[src/rtl/riscv_ctrl_pkg.sv]
// Shared encodings for the multicycle RV32I control unit: states, mux selects,
// opcodes, ALU operation classes and ALU control codes.
package riscv_ctrl_pkg;

  typedef enum logic [3:0] {
    S_RESET    = 4'd0,
    S_FETCH    = 4'd1,
    S_DECODE   = 4'd2,
    S_MEMADR   = 4'd3,
    S_MEMREAD  = 4'd4,
    S_MEMWB    = 4'd5,
    S_MEMWRITE = 4'd6,
    S_EXECR    = 4'd7,
    S_EXECI    = 4'd8,
    S_ALUWB    = 4'd9,
    S_BRANCH   = 4'd10,
    S_JAL      = 4'd11,
    S_JALR     = 4'd12,
    S_JALRLINK = 4'd13,
    S_LUI      = 4'd14,
    S_AUIPC    = 4'd15
  } state_t;

  typedef enum logic [1:0] {
    SRCA_PC    = 2'b00,
    SRCA_OLDPC = 2'b01,
    SRCA_RD1   = 2'b10,
    SRCA_ZERO  = 2'b11
  } src_a_t;

  typedef enum logic [1:0] {
    SRCB_RD2   = 2'b00,
    SRCB_IMM   = 2'b01,
    SRCB_FOUR  = 2'b10,
    SRCB_NONE  = 2'b11
  } src_b_t;

  typedef enum logic [1:0] {
    RES_ALUOUT = 2'b00,
    RES_DATA   = 2'b01,
    RES_ALURES = 2'b10
  } result_src_t;

  typedef enum logic [1:0] {
    ALUOP_ADD   = 2'b00,
    ALUOP_SUB   = 2'b01,
    ALUOP_FUNCT = 2'b10
  } alu_op_t;

  localparam logic [2:0] IMM_I = 3'b000;
  localparam logic [2:0] IMM_S = 3'b001;
  localparam logic [2:0] IMM_B = 3'b010;
  localparam logic [2:0] IMM_J = 3'b011;
  localparam logic [2:0] IMM_U = 3'b100;

  localparam logic [6:0] OP_LOAD   = 7'b0000011;
  localparam logic [6:0] OP_STORE  = 7'b0100011;
  localparam logic [6:0] OP_R      = 7'b0110011;
  localparam logic [6:0] OP_IMM    = 7'b0010011;
  localparam logic [6:0] OP_BRANCH = 7'b1100011;
  localparam logic [6:0] OP_JAL    = 7'b1101111;
  localparam logic [6:0] OP_JALR   = 7'b1100111;
  localparam logic [6:0] OP_LUI    = 7'b0110111;
  localparam logic [6:0] OP_AUIPC  = 7'b0010111;

  localparam logic [3:0] ALU_ADD  = 4'b0000;
  localparam logic [3:0] ALU_SUB  = 4'b0001;
  localparam logic [3:0] ALU_AND  = 4'b0010;
  localparam logic [3:0] ALU_OR   = 4'b0011;
  localparam logic [3:0] ALU_XOR  = 4'b0100;
  localparam logic [3:0] ALU_SLT  = 4'b0101;
  localparam logic [3:0] ALU_SLTU = 4'b0110;
  localparam logic [3:0] ALU_SLL  = 4'b0111;
  localparam logic [3:0] ALU_SRL  = 4'b1000;
  localparam logic [3:0] ALU_SRA  = 4'b1001;

  // State-driven control word; write enables are gated by reset at the top.
  typedef struct packed {
    logic        pc_write;
    logic        adr_src;
    logic        mem_write;
    logic        ir_write;
    result_src_t result_src;
    src_a_t      alu_src_a;
    src_b_t      alu_src_b;
    logic        reg_write;
    alu_op_t     alu_op;
    logic        illegal;
  } ctrl_t;

  function automatic logic [2:0] imm_decode(input logic [6:0] op);
    case (op)
      OP_LOAD, OP_IMM, OP_JALR: imm_decode = IMM_I;
      OP_STORE:                 imm_decode = IMM_S;
      OP_BRANCH:                imm_decode = IMM_B;
      OP_JAL:                   imm_decode = IMM_J;
      OP_LUI, OP_AUIPC:         imm_decode = IMM_U;
      default:                  imm_decode = 3'b000;
    endcase
  endfunction

endpackage

[src/rtl/alu_decoder.sv]
// Combinational ALU decoder: maps the FSM's ALU operation class plus the
// instruction funct fields to a 4-bit ALU control code.
module alu_decoder
  import riscv_ctrl_pkg::*;
(
  input  alu_op_t     i_alu_op,
  input  logic [2:0]  i_funct3,
  input  logic        i_funct7b5,
  input  logic        i_op5,
  output logic [3:0]  o_alu_control
);

  logic w_sub;

  // I-type immediates can set bit 30, so only R-type (op[5]=1) may select SUB.
  assign w_sub = i_op5 & i_funct7b5;

  always_comb begin
    o_alu_control = ALU_ADD;
    case (i_alu_op)
      ALUOP_ADD: o_alu_control = ALU_ADD;
      ALUOP_SUB: o_alu_control = ALU_SUB;
      ALUOP_FUNCT: begin
        case (i_funct3)
          3'b000:  o_alu_control = w_sub ? ALU_SUB : ALU_ADD;
          3'b001:  o_alu_control = ALU_SLL;
          3'b010:  o_alu_control = ALU_SLT;
          3'b011:  o_alu_control = ALU_SLTU;
          3'b100:  o_alu_control = ALU_XOR;
          3'b101:  o_alu_control = i_funct7b5 ? ALU_SRA : ALU_SRL;
          3'b110:  o_alu_control = ALU_OR;
          default: o_alu_control = ALU_AND;
        endcase
      end
      default: o_alu_control = ALU_ADD;
    endcase
  end

endmodule

[src/rtl/multicycle_control_fsm.sv]
// Multicycle RV32I main control: Moore FSM driving datapath selects and
// enables, with an ALU decoder for the funct-dependent operations.
module multicycle_control_fsm
  import riscv_ctrl_pkg::*;
(
  input  logic        i_clk,
  input  logic        i_reset,
  input  logic [6:0]  i_op,
  input  logic [2:0]  i_funct3,
  input  logic        i_funct7b5,
  input  logic        i_zero,
  output logic        o_pc_write,
  output logic        o_adr_src,
  output logic        o_mem_write,
  output logic        o_ir_write,
  output logic [1:0]  o_result_src,
  output logic [1:0]  o_alu_src_a,
  output logic [1:0]  o_alu_src_b,
  output logic        o_reg_write,
  output logic [2:0]  o_imm_src,
  output logic [3:0]  o_alu_control,
  output logic        o_illegal_instr,
  output logic [3:0]  o_state_dbg
);

  state_t r_state;
  state_t w_next;
  ctrl_t  w_ctrl;
  logic   w_br_taken;
  logic   w_br_legal;

  always_ff @(posedge i_clk) begin
    if (i_reset) r_state <= S_RESET;
    else         r_state <= w_next;
  end

  always_comb begin
    w_next = S_FETCH;
    case (r_state)
      S_RESET:  w_next = S_FETCH;
      S_FETCH:  w_next = S_DECODE;
      S_DECODE: begin
        case (i_op)
          OP_LOAD, OP_STORE: w_next = S_MEMADR;
          OP_R:              w_next = S_EXECR;
          OP_IMM:            w_next = S_EXECI;
          OP_BRANCH:         w_next = S_BRANCH;
          OP_JAL:            w_next = S_JAL;
          OP_JALR:           w_next = S_JALR;
          OP_LUI:            w_next = S_LUI;
          OP_AUIPC:          w_next = S_AUIPC;
          default:           w_next = S_FETCH;
        endcase
      end
      S_MEMADR:   w_next = i_op[5] ? S_MEMWRITE : S_MEMREAD;
      S_MEMREAD:  w_next = S_MEMWB;
      S_EXECR,
      S_EXECI,
      S_JAL,
      S_LUI,
      S_AUIPC:    w_next = S_ALUWB;
      S_JALR:     w_next = S_JALRLINK;
      default:    w_next = S_FETCH;
    endcase
  end

  // Only beq/bne are supported; other funct3 values never redirect the PC.
  assign w_br_legal = (i_funct3[2:1] == 2'b00);
  assign w_br_taken = ((i_funct3 == 3'b000) &  i_zero) |
                      ((i_funct3 == 3'b001) & ~i_zero);

  always_comb begin
    w_ctrl = '0;
    case (r_state)
      S_FETCH: begin
        w_ctrl.ir_write   = 1'b1;
        w_ctrl.pc_write   = 1'b1;
        w_ctrl.alu_src_a  = SRCA_PC;
        w_ctrl.alu_src_b  = SRCB_FOUR;
        w_ctrl.result_src = RES_ALURES;
      end
      S_DECODE: begin
        w_ctrl.alu_src_a = SRCA_OLDPC;
        w_ctrl.alu_src_b = SRCB_IMM;
        w_ctrl.illegal   = ~(i_op inside {OP_LOAD, OP_STORE, OP_R, OP_IMM, OP_BRANCH,
                                          OP_JAL, OP_JALR, OP_LUI, OP_AUIPC});
      end
      S_MEMADR: begin
        w_ctrl.alu_src_a = SRCA_RD1;
        w_ctrl.alu_src_b = SRCB_IMM;
      end
      S_MEMREAD: begin
        w_ctrl.adr_src    = 1'b1;
        w_ctrl.result_src = RES_ALUOUT;
      end
      S_MEMWB: begin
        w_ctrl.result_src = RES_DATA;
        w_ctrl.reg_write  = 1'b1;
      end
      S_MEMWRITE: begin
        w_ctrl.adr_src   = 1'b1;
        w_ctrl.mem_write = 1'b1;
      end
      S_EXECR: begin
        w_ctrl.alu_src_a = SRCA_RD1;
        w_ctrl.alu_src_b = SRCB_RD2;
        w_ctrl.alu_op    = ALUOP_FUNCT;
      end
      S_EXECI: begin
        w_ctrl.alu_src_a = SRCA_RD1;
        w_ctrl.alu_src_b = SRCB_IMM;
        w_ctrl.alu_op    = ALUOP_FUNCT;
      end
      S_ALUWB: begin
        w_ctrl.result_src = RES_ALUOUT;
        w_ctrl.reg_write  = 1'b1;
      end
      S_BRANCH: begin
        w_ctrl.alu_src_a  = SRCA_RD1;
        w_ctrl.alu_src_b  = SRCB_RD2;
        w_ctrl.alu_op     = ALUOP_SUB;
        w_ctrl.result_src = RES_ALUOUT;
        w_ctrl.pc_write   = w_br_taken;
        w_ctrl.illegal    = ~w_br_legal;
      end
      S_JAL: begin
        w_ctrl.alu_src_a  = SRCA_OLDPC;
        w_ctrl.alu_src_b  = SRCB_FOUR;
        w_ctrl.result_src = RES_ALUOUT;
        w_ctrl.pc_write   = 1'b1;
      end
      S_JALR: begin
        w_ctrl.alu_src_a  = SRCA_RD1;
        w_ctrl.alu_src_b  = SRCB_IMM;
        w_ctrl.result_src = RES_ALURES;
        w_ctrl.pc_write   = 1'b1;
      end
      // Link written after the PC update so rd==rs1 cannot corrupt the target.
      S_JALRLINK: begin
        w_ctrl.alu_src_a  = SRCA_OLDPC;
        w_ctrl.alu_src_b  = SRCB_FOUR;
        w_ctrl.result_src = RES_ALURES;
        w_ctrl.reg_write  = 1'b1;
      end
      S_LUI: begin
        w_ctrl.alu_src_a = SRCA_ZERO;
        w_ctrl.alu_src_b = SRCB_IMM;
      end
      S_AUIPC: begin
        w_ctrl.alu_src_a = SRCA_OLDPC;
        w_ctrl.alu_src_b = SRCB_IMM;
      end
      default: w_ctrl = '0;
    endcase
  end

  alu_decoder u_alu_dec (
    .i_alu_op      (w_ctrl.alu_op),
    .i_funct3      (i_funct3),
    .i_funct7b5    (i_funct7b5),
    .i_op5         (i_op[5]),
    .o_alu_control (o_alu_control)
  );

  assign o_pc_write      = w_ctrl.pc_write  & ~i_reset;
  assign o_ir_write      = w_ctrl.ir_write  & ~i_reset;
  assign o_reg_write     = w_ctrl.reg_write & ~i_reset;
  assign o_mem_write     = w_ctrl.mem_write & ~i_reset;
  assign o_adr_src       = w_ctrl.adr_src;
  assign o_result_src    = w_ctrl.result_src;
  assign o_alu_src_a     = w_ctrl.alu_src_a;
  assign o_alu_src_b     = w_ctrl.alu_src_b;
  assign o_illegal_instr = w_ctrl.illegal;
  assign o_imm_src       = (r_state == S_RESET) ? 3'b000 : imm_decode(i_op);
  assign o_state_dbg     = r_state;

endmodule

[config.mk]
export PLATFORM = sky130hd
export DESIGN_NAME = multicycle_control_fsm
export DESIGN_NICKNAME = d
export VERILOG_FILES = /design/src/rtl/riscv_ctrl_pkg.sv /design/src/rtl/alu_decoder.sv /design/src/rtl/multicycle_control_fsm.sv
export SDC_FILE = /design/constraint.sdc
export NUM_CORES = 1
export LEC_CHECK = 0
export ABC_CLOCK_PERIOD_IN_PS = 1900
export BUFFER_PORTS_ARGS = -buffer_cell sky130_fd_sc_hd__buf_2
export CORE_ASPECT_RATIO = 0.8
export CORE_MARGIN = 5
export CORE_UTILIZATION = 35
export CTS_CLUSTER_DIAMETER = 120
export DETAILED_ROUTE_END_ITERATION = 12
export PLACE_DENSITY = 0.79
export SETUP_SLACK_MARGIN = 0.2
export SYNTH_ARGS = -nofsm -noshare
export SYNTH_HDL_FRONTEND = slang
export SYNTH_SLANG_ARGS = --single-unit
[constraint.sdc]
create_clock -name i_clk -period 1.9 [get_ports i_clk]
set_clock_uncertainty 0.2 [all_clocks]
set_input_delay 0.19 -clock i_clk [delete_from_list [all_inputs] [get_ports i_clk]]
set_output_delay 0.19 -clock i_clk [all_outputs]
set_load 0.02 [all_outputs]
==> results of run 1 <==
layout by cell type (no fill, tap or decap), drive strengths merged, types with 3 or more instances in the layout:
cell type | netlist | routed
inv | 4 | 4
dfxtp | 4 | 4
nor2 | 11 | 11
clkbuf | 1 | 4
nor2b | 4 | 4
nand3 | 3 | 3
nor3 | 3 | 3
buf | 5 | 53
nand2 | 15 | 15
or3 | 4 | 4
o21ai | 11 | 11
nand2b | 4 | 4
a21oi | 11 | 11
what timing repair did:
item                       4_1_cts  5_1_grt
buffers inserted                 7        2
pin swaps                        7        6
resized for setup               28       26
setup endpoints to repair       15       16
metrics by stage:
stage	worst slack, ns	cell area [µm²]	TNS, ns
floorplan	0.0187	805	0
global placement	0.0708	1020	0
detailed placement	0.0270	1020	0
CTS	-0.0605	1200	-0.226
global route	-0.207	1320	-1.03
finish	-0.136	1320	-0.521
logic make-up after synthesis:
| group | count (synthesis) |
|---|---|
| AOI/OAI and AO/OA | 39 |
| and+or+nand+nor | 55 |
| xor gates and xnor gates | 2 |
| DFF | 4 |
| buffers and inverters | 10 |
| adders and majority gates | 2 |
| muxes | 2 |
worst max-delay path: stages, from the launching register on:
cell     delay (ns)
dfxtp_4        0.37
nor2_4         0.15
nand2_2        0.09
o21ai_4        0.08
buf_6          0.12
inv_4          0.03
ha_4           0.14
a31oi_1        0.18
nor2_1         0.08
buf_4          0.16
power by group:
| part | switching, W | internal (W) |
|---|---|---|
| clock | 0.0000450 | 0.0000795 |
| combinational | 0.000117 | 0.0000917 |
| sequential | 0.0000100 | 0.0000848 |
routing by layer:
layer | part of all wire | vias up | global-route usage
li1 | - | 516 | -
met1 | 0.37 | 517 | 0.223
met2 | 0.49 | 64 | 0.347
met3 | 0.070 | 23 | 0.0529
met4 | 0.064 | 0 | 0.112
met5 | 0 | - | 0
final cells by class:
type | count | area share
repair buffers | 53 | 0.292
clock buffers | 4 | 0.0198
flip-flops and latches | 4 | 0.0718
multi-input cells | 100 | 0.580
well taps | 24 | 0.0227
inverters | 4 | 0.0132
worst paths after layout:
path                                                   to  slack [ns]  depth (start not counted)
worst max register to register  o_state_dbg[2]$_SDFF_PP0_        0.17                          7
worst max-delay path                     o_alu_control[0]       -0.14                          9
worst min-delay path            o_state_dbg[2]$_SDFF_PP0_        0.01                          2
worst min register to register  o_state_dbg[0]$_SDFF_PP0_        0.49                          2
==> impl_metrics.json, run 1 <==
{
  "numCtsBuffers": 3,
  "total_power_w": 0.000428,
  "start_util": 0.379,
  "postRouteAntennaNets": 0,
  "yosysWarnings": 0,
  "synth_top_area_frac": 0.110,
  "max_cap_violations": 0,
  "coreArea_um2": 1930,
  "synth_top_flop_cell": "dfxtp_1",
  "synthXorXnorAreaFrac": 0.0240,
  "violations": "setup timing",
  "synth_area_um2": 729,
  "worst_pin_slew_ns": 0.330,
  "seq_area_frac_synth": 0.110,
  "port_buffers": 36,
  "dr.pass1.iters": 4,
  "dieArea_um2": 3100,
  "synth_nets": 130,
  "max-vdd-ir-drop_v": 0.000355,
  "synth_fa_ha_area_frac": 0.0343,
  "finalHoldViolCount": 0,
  "multi_input_area_um2": 768,
  "num_vias": 1120,
  "clk_latency_ns": 0.25,
  "wl_mm": 3.31,
  "filler_cell_count": 144,
  "crit_type": "flip-flop to output port",
  "synthMuxAreaShare": 0.0274,
  "synthTopCellsByArea": "dfxtp_1 11%, nand2_1 7.7%, a21oi_1 7.5%, o21ai_0 6.9%, nor2_1 5.1%",
  "ios": 37,
  "die_w_um": 61.0,
  "rsz0062_at_grt": "true",
  "grt_util_all_layers": 0.202,
  "min_from": "i_reset",
  "clk_path_buf_depth": 2,
  "synth_edf_count": 0,
  "synth_common_cells": "15 x nand2_1, 11 x a21oi_1, 10 x nor2_1, 10 x o21ai_0, 5 x buf_2",
  "grt_pass1_wl_mm": 4.83,
  "arrival_ns": 1.65,
  "dp.cells": 176,
  "cellLeakagePower_nw": 0.608,
  "cp-start-kind": "flip-flop",
  "hpwl_mm": 2.03,
  "power_density_nw_per_um2": 323,
  "clock_sinks": 4,
  "grt_overflow": 0,
  "postSynthAreaPerCell_um2": 6.40,
  "place_congestion": 0.766,
  "htreeDepth": 1,
  "fin_cells": 189,
  "asyncSetResetFlopFracSynth": 0,
  "required_ns": 1.51,
  "drc": 0,
  "vias_per_cell": 5.93,
  "synth_cells": 114,
  "antenna_found_initial": 0,
  "status": "finished, violations left",
  "relSlewSlack": 0.780,
  "synth_top_area_cell": "dfxtp_1",
  "synth_top_family_by_area": "simple AND/OR/NAND/NOR gates",
  "cts.clk_slew.worst_paths_ns": 0.04,
  "synth_compound_area_frac": 0.350,
  "cts_tree": "yes",
  "synth-seq-cells": 4,
  "ys_types": 39,
  "n_antenna_cell": 0,
  "slew_violations": 0,
  "timing.fmax_mhz": 491,
  "fin_crit_sh": 1.07,
  "hold_buffers": 0,
  "holdWs_ns": 0.0101,
  "period_minus_slack_ns": 2.04,
  "cts-root-buf": "clkbuf_4",
  "yosys.area_share.simple": 0.395,
  "final_layout_size_suffix_gt1_frac": 0.539,
  "grt_max_degree": 13,
  "setup_ws_ns": -0.136,
  "critPathLaunch": "o_state_dbg[1]$_SDFF_PP0_",
  "drt_iter0_markers": 68,
  "regArea_um2": 95.1,
  "finalSetupViolations": 7,
  "hold_path.class": "primary input to flip-flop",
  "wl_per_cell_um": 17.5,
  "layout.nets": 182,
  "fin_util": 0.687,
  "r2r_start": "o_state_dbg[2]$_SDFF_PP0_",
  "cp-end-kind": "output port",
  "die_h_um": 50.8,
  "synth.most_common_cell": "nand2_1",
  "rows": 14,
  "syn2layout_area_growth_pct": 81.5,
  "path_max_fanout": 4,
  "largest_register_ff_count": 4,
  "grt_pass1_vias": 1059
}
(Power assumes the default switching activity.)
==> run 2, diff against run 1 <==
GPL_TIMING_DRIVEN = 0   (was not set)
==> run 2 against run 1 <==
Effect of this change: the flow still finishes with violations (setup timing); die area did not move; register-to-register slack improved by 0.07 ns; via count rose by 2.0%; flip-flop and latch count did not move.
==> impl_metrics.json, run 2 (synthesis results as in run 1) <==
{
  "dp.cells": 173,
  "num_vias": 1142,
  "crit_type": "flip-flop to output port",
  "largest_register_ff_count": 4,
  "filler_cell_count": 140,
  "layout.nets": 186,
  "hold_path.class": "primary input to flip-flop",
  "dp_slack_ns": -0.141,
  "r2r_cells": 4,
  "max_cap_violations": 0,
  "setup_ws_ns": -0.164,
  "max-vdd-ir-drop_v": 0.000457,
  "grt_pass1_vias": 1010,
  "cp-end-kind": "output port",
  "rsz0062_at_grt": "true",
  "syn2layout_area_growth_pct": 90.2,
  "coreArea_um2": 1930,
  "holdWs_ns": 0.0563,
  "numCtsBuffers": 3,
  "required_ns": 1.51,
  "swShare": 0.380,
  "dieArea_um2": 3100,
  "arrival_ns": 1.67,
  "critPathMaxStageDelay_ns": 0.38,
  "slew_violations": 0,
  "relSlewSlack": 0.804,
  "fin_crit_sh": 1.09,
  "rows": 14,
  "cts.clk_slew.worst_paths_ns": 0.04,
  "grt_pass1_wl_mm": 4.44,
  "pwr-share-clk": 0.265,
  "start_util": 0.379,
  "final_common_cell": "buf_2",
  "cp_slowest_cell": "dfxtp_4",
  "period_minus_slack_ns": 2.06,
  "clk_path_buf_depth": 2,
  "vias_per_cell": 5.92,
  "clock_sinks": 4,
  "layout_common_cells": "22 x buf_2, 16 x buf_4, 15 x buf_6, 10 x nand2_1, 9 x a21oi_1",
  "wl_per_cell_um": 16.5,
  "comb_power_share": 0.528,
  "hold_depth": 2,
  "cts_tree": "yes",
  "grt_max_degree": 11,
  "fin_cells": 193,
  "cellLeakagePower_nw": 0.634,
  "place_congestion": 0.803,
  "hpwl_mm": 1.88,
  "n_antenna_cell": 0,
  "drc": 0,
  "final_layout_size_suffix_gt1_frac": 0.556,
  "power_density_nw_per_um2": 318,
  "seqPwrFrac": 0.207,
  "violations": "setup timing",
  "htreeDepth": 1,
  "antenna_found_initial": 0,
  "drt_iter0_markers": 51,
  "postRouteAntennaNets": 0,
  "ios": 37,
  "setup_tns_ns": -0.468,
  "cp-start-kind": "flip-flop",
  "status": "finished, violations left",
  "finalHoldViolCount": 0,
  "clk_latency_ns": 0.24,
  "grt_overflow": 0,
  "crit_top_cell": "buf_6",
  "timing.fmax_mhz": 484,
  "wl_mm": 3.19,
  "cts-root-buf": "clkbuf_4",
  "crit_chain": "buf_6 -> nor2b_4 -> nand2_2 -> o21ai_4 -> ha_4 -> nand2b_4 -> nor3_4 -> buf_6",
  "path_max_fanout": 6,
  "p_int_w": 0.000274,
  "port_buffers": 35,
  "die_h_um": 50.8,
  "multi_input_area_um2": 763,
  "grt_util_all_layers": 0.180,
  "finalSetupViolations": 6,
  "worst_pin_slew_ns": 0.292,
  "die_w_um": 61.0,
  "power.switching_w": 0.000168,
  "dr.pass1.iters": 4,
  "regArea_um2": 95.1,
  "worst-r2r-setup-slack_ns": 0.24
}
==> run 2: power groups by stage <==
stage	Clock, W	Combinational [W]	Sequential [W]
2_1_floorplan	0	0.0000939	0.0000961
3_3_place_gp	0	0.000147	0.0000930
3_5_place_dp	0	0.000152	0.0000931
4_1_cts	0.000123	0.000187	0.0000910
5_1_grt	0.000127	0.000248	0.0000916
6_report	0.000117	0.000233	0.0000916
==> run 2: what timing repair did <==
action	in CTS	in global routing
endpoints found under the setup margin	9	16
resized for setup	27	34
hold buffers	1	0
endpoints found under the hold margin	1	0
pin swaps	7	9
setup buffers	8	7
==> run 2: final cells by class <==
| cell class | count | share of cell area |
|---|---|---|
| plain buffers | 6 | 0.0415 |
| flip-flops and latches | 4 | 0.0685 |
| repair buffers | 51 | 0.289 |
| inverters | 4 | 0.0108 |
| multi-input cells | 100 | 0.550 |
| clock buffers | 4 | 0.0189 |
| well taps | 24 | 0.0216 |
==> run 2: worst max-delay path: cells and delay by family, from the launching register on <==
family                   cells  cell delay, ns
AO/OA/AOI/OAI                1            0.08
flip-flops                   1            0.38
buffers and inverters        2            0.25
AND/OR/NAND/NOR              4            0.51
adder cells (fa/ha/maj)      1            0.22
==> run 2: stage by stage <==
step | cell area, µm² | util | total power (W)
final | 1390 | 0.720 | 0.000442
after floorplan | 805 | - | 0.000190
after CTS | 1220 | 0.633 | 0.000401
after global routing | 1390 | 0.720 | 0.000466
after detailed placement | 1010 | 0.524 | 0.000245
after global placement | 1010 | 0.524 | 0.000240
==> run 2: worst paths after layout <==
| check | to | start |
|---|---|---|
| setup / recovery | o_alu_control[3] | o_state_dbg[3]$_SDFF_PP0_ |
| hold / removal | o_state_dbg[0]$_SDFF_PP0_ | i_reset |
| setup reg to reg | o_state_dbg[1]$_SDFF_PP0_ | o_state_dbg[3]$_SDFF_PP0_ |
| hold reg to reg | o_state_dbg[3]$_SDFF_PP0_ | o_state_dbg[1]$_SDFF_PP0_ |
==> run 2: metal layers <==
layer,global-route usage,vias to the layer above,share of wire
li1,-,524,-
met1,0.238,540,0.40
met2,0.308,66,0.51
met3,0.0101,12,0.066
met4,0.0542,0,0.027
met5,0,-,0
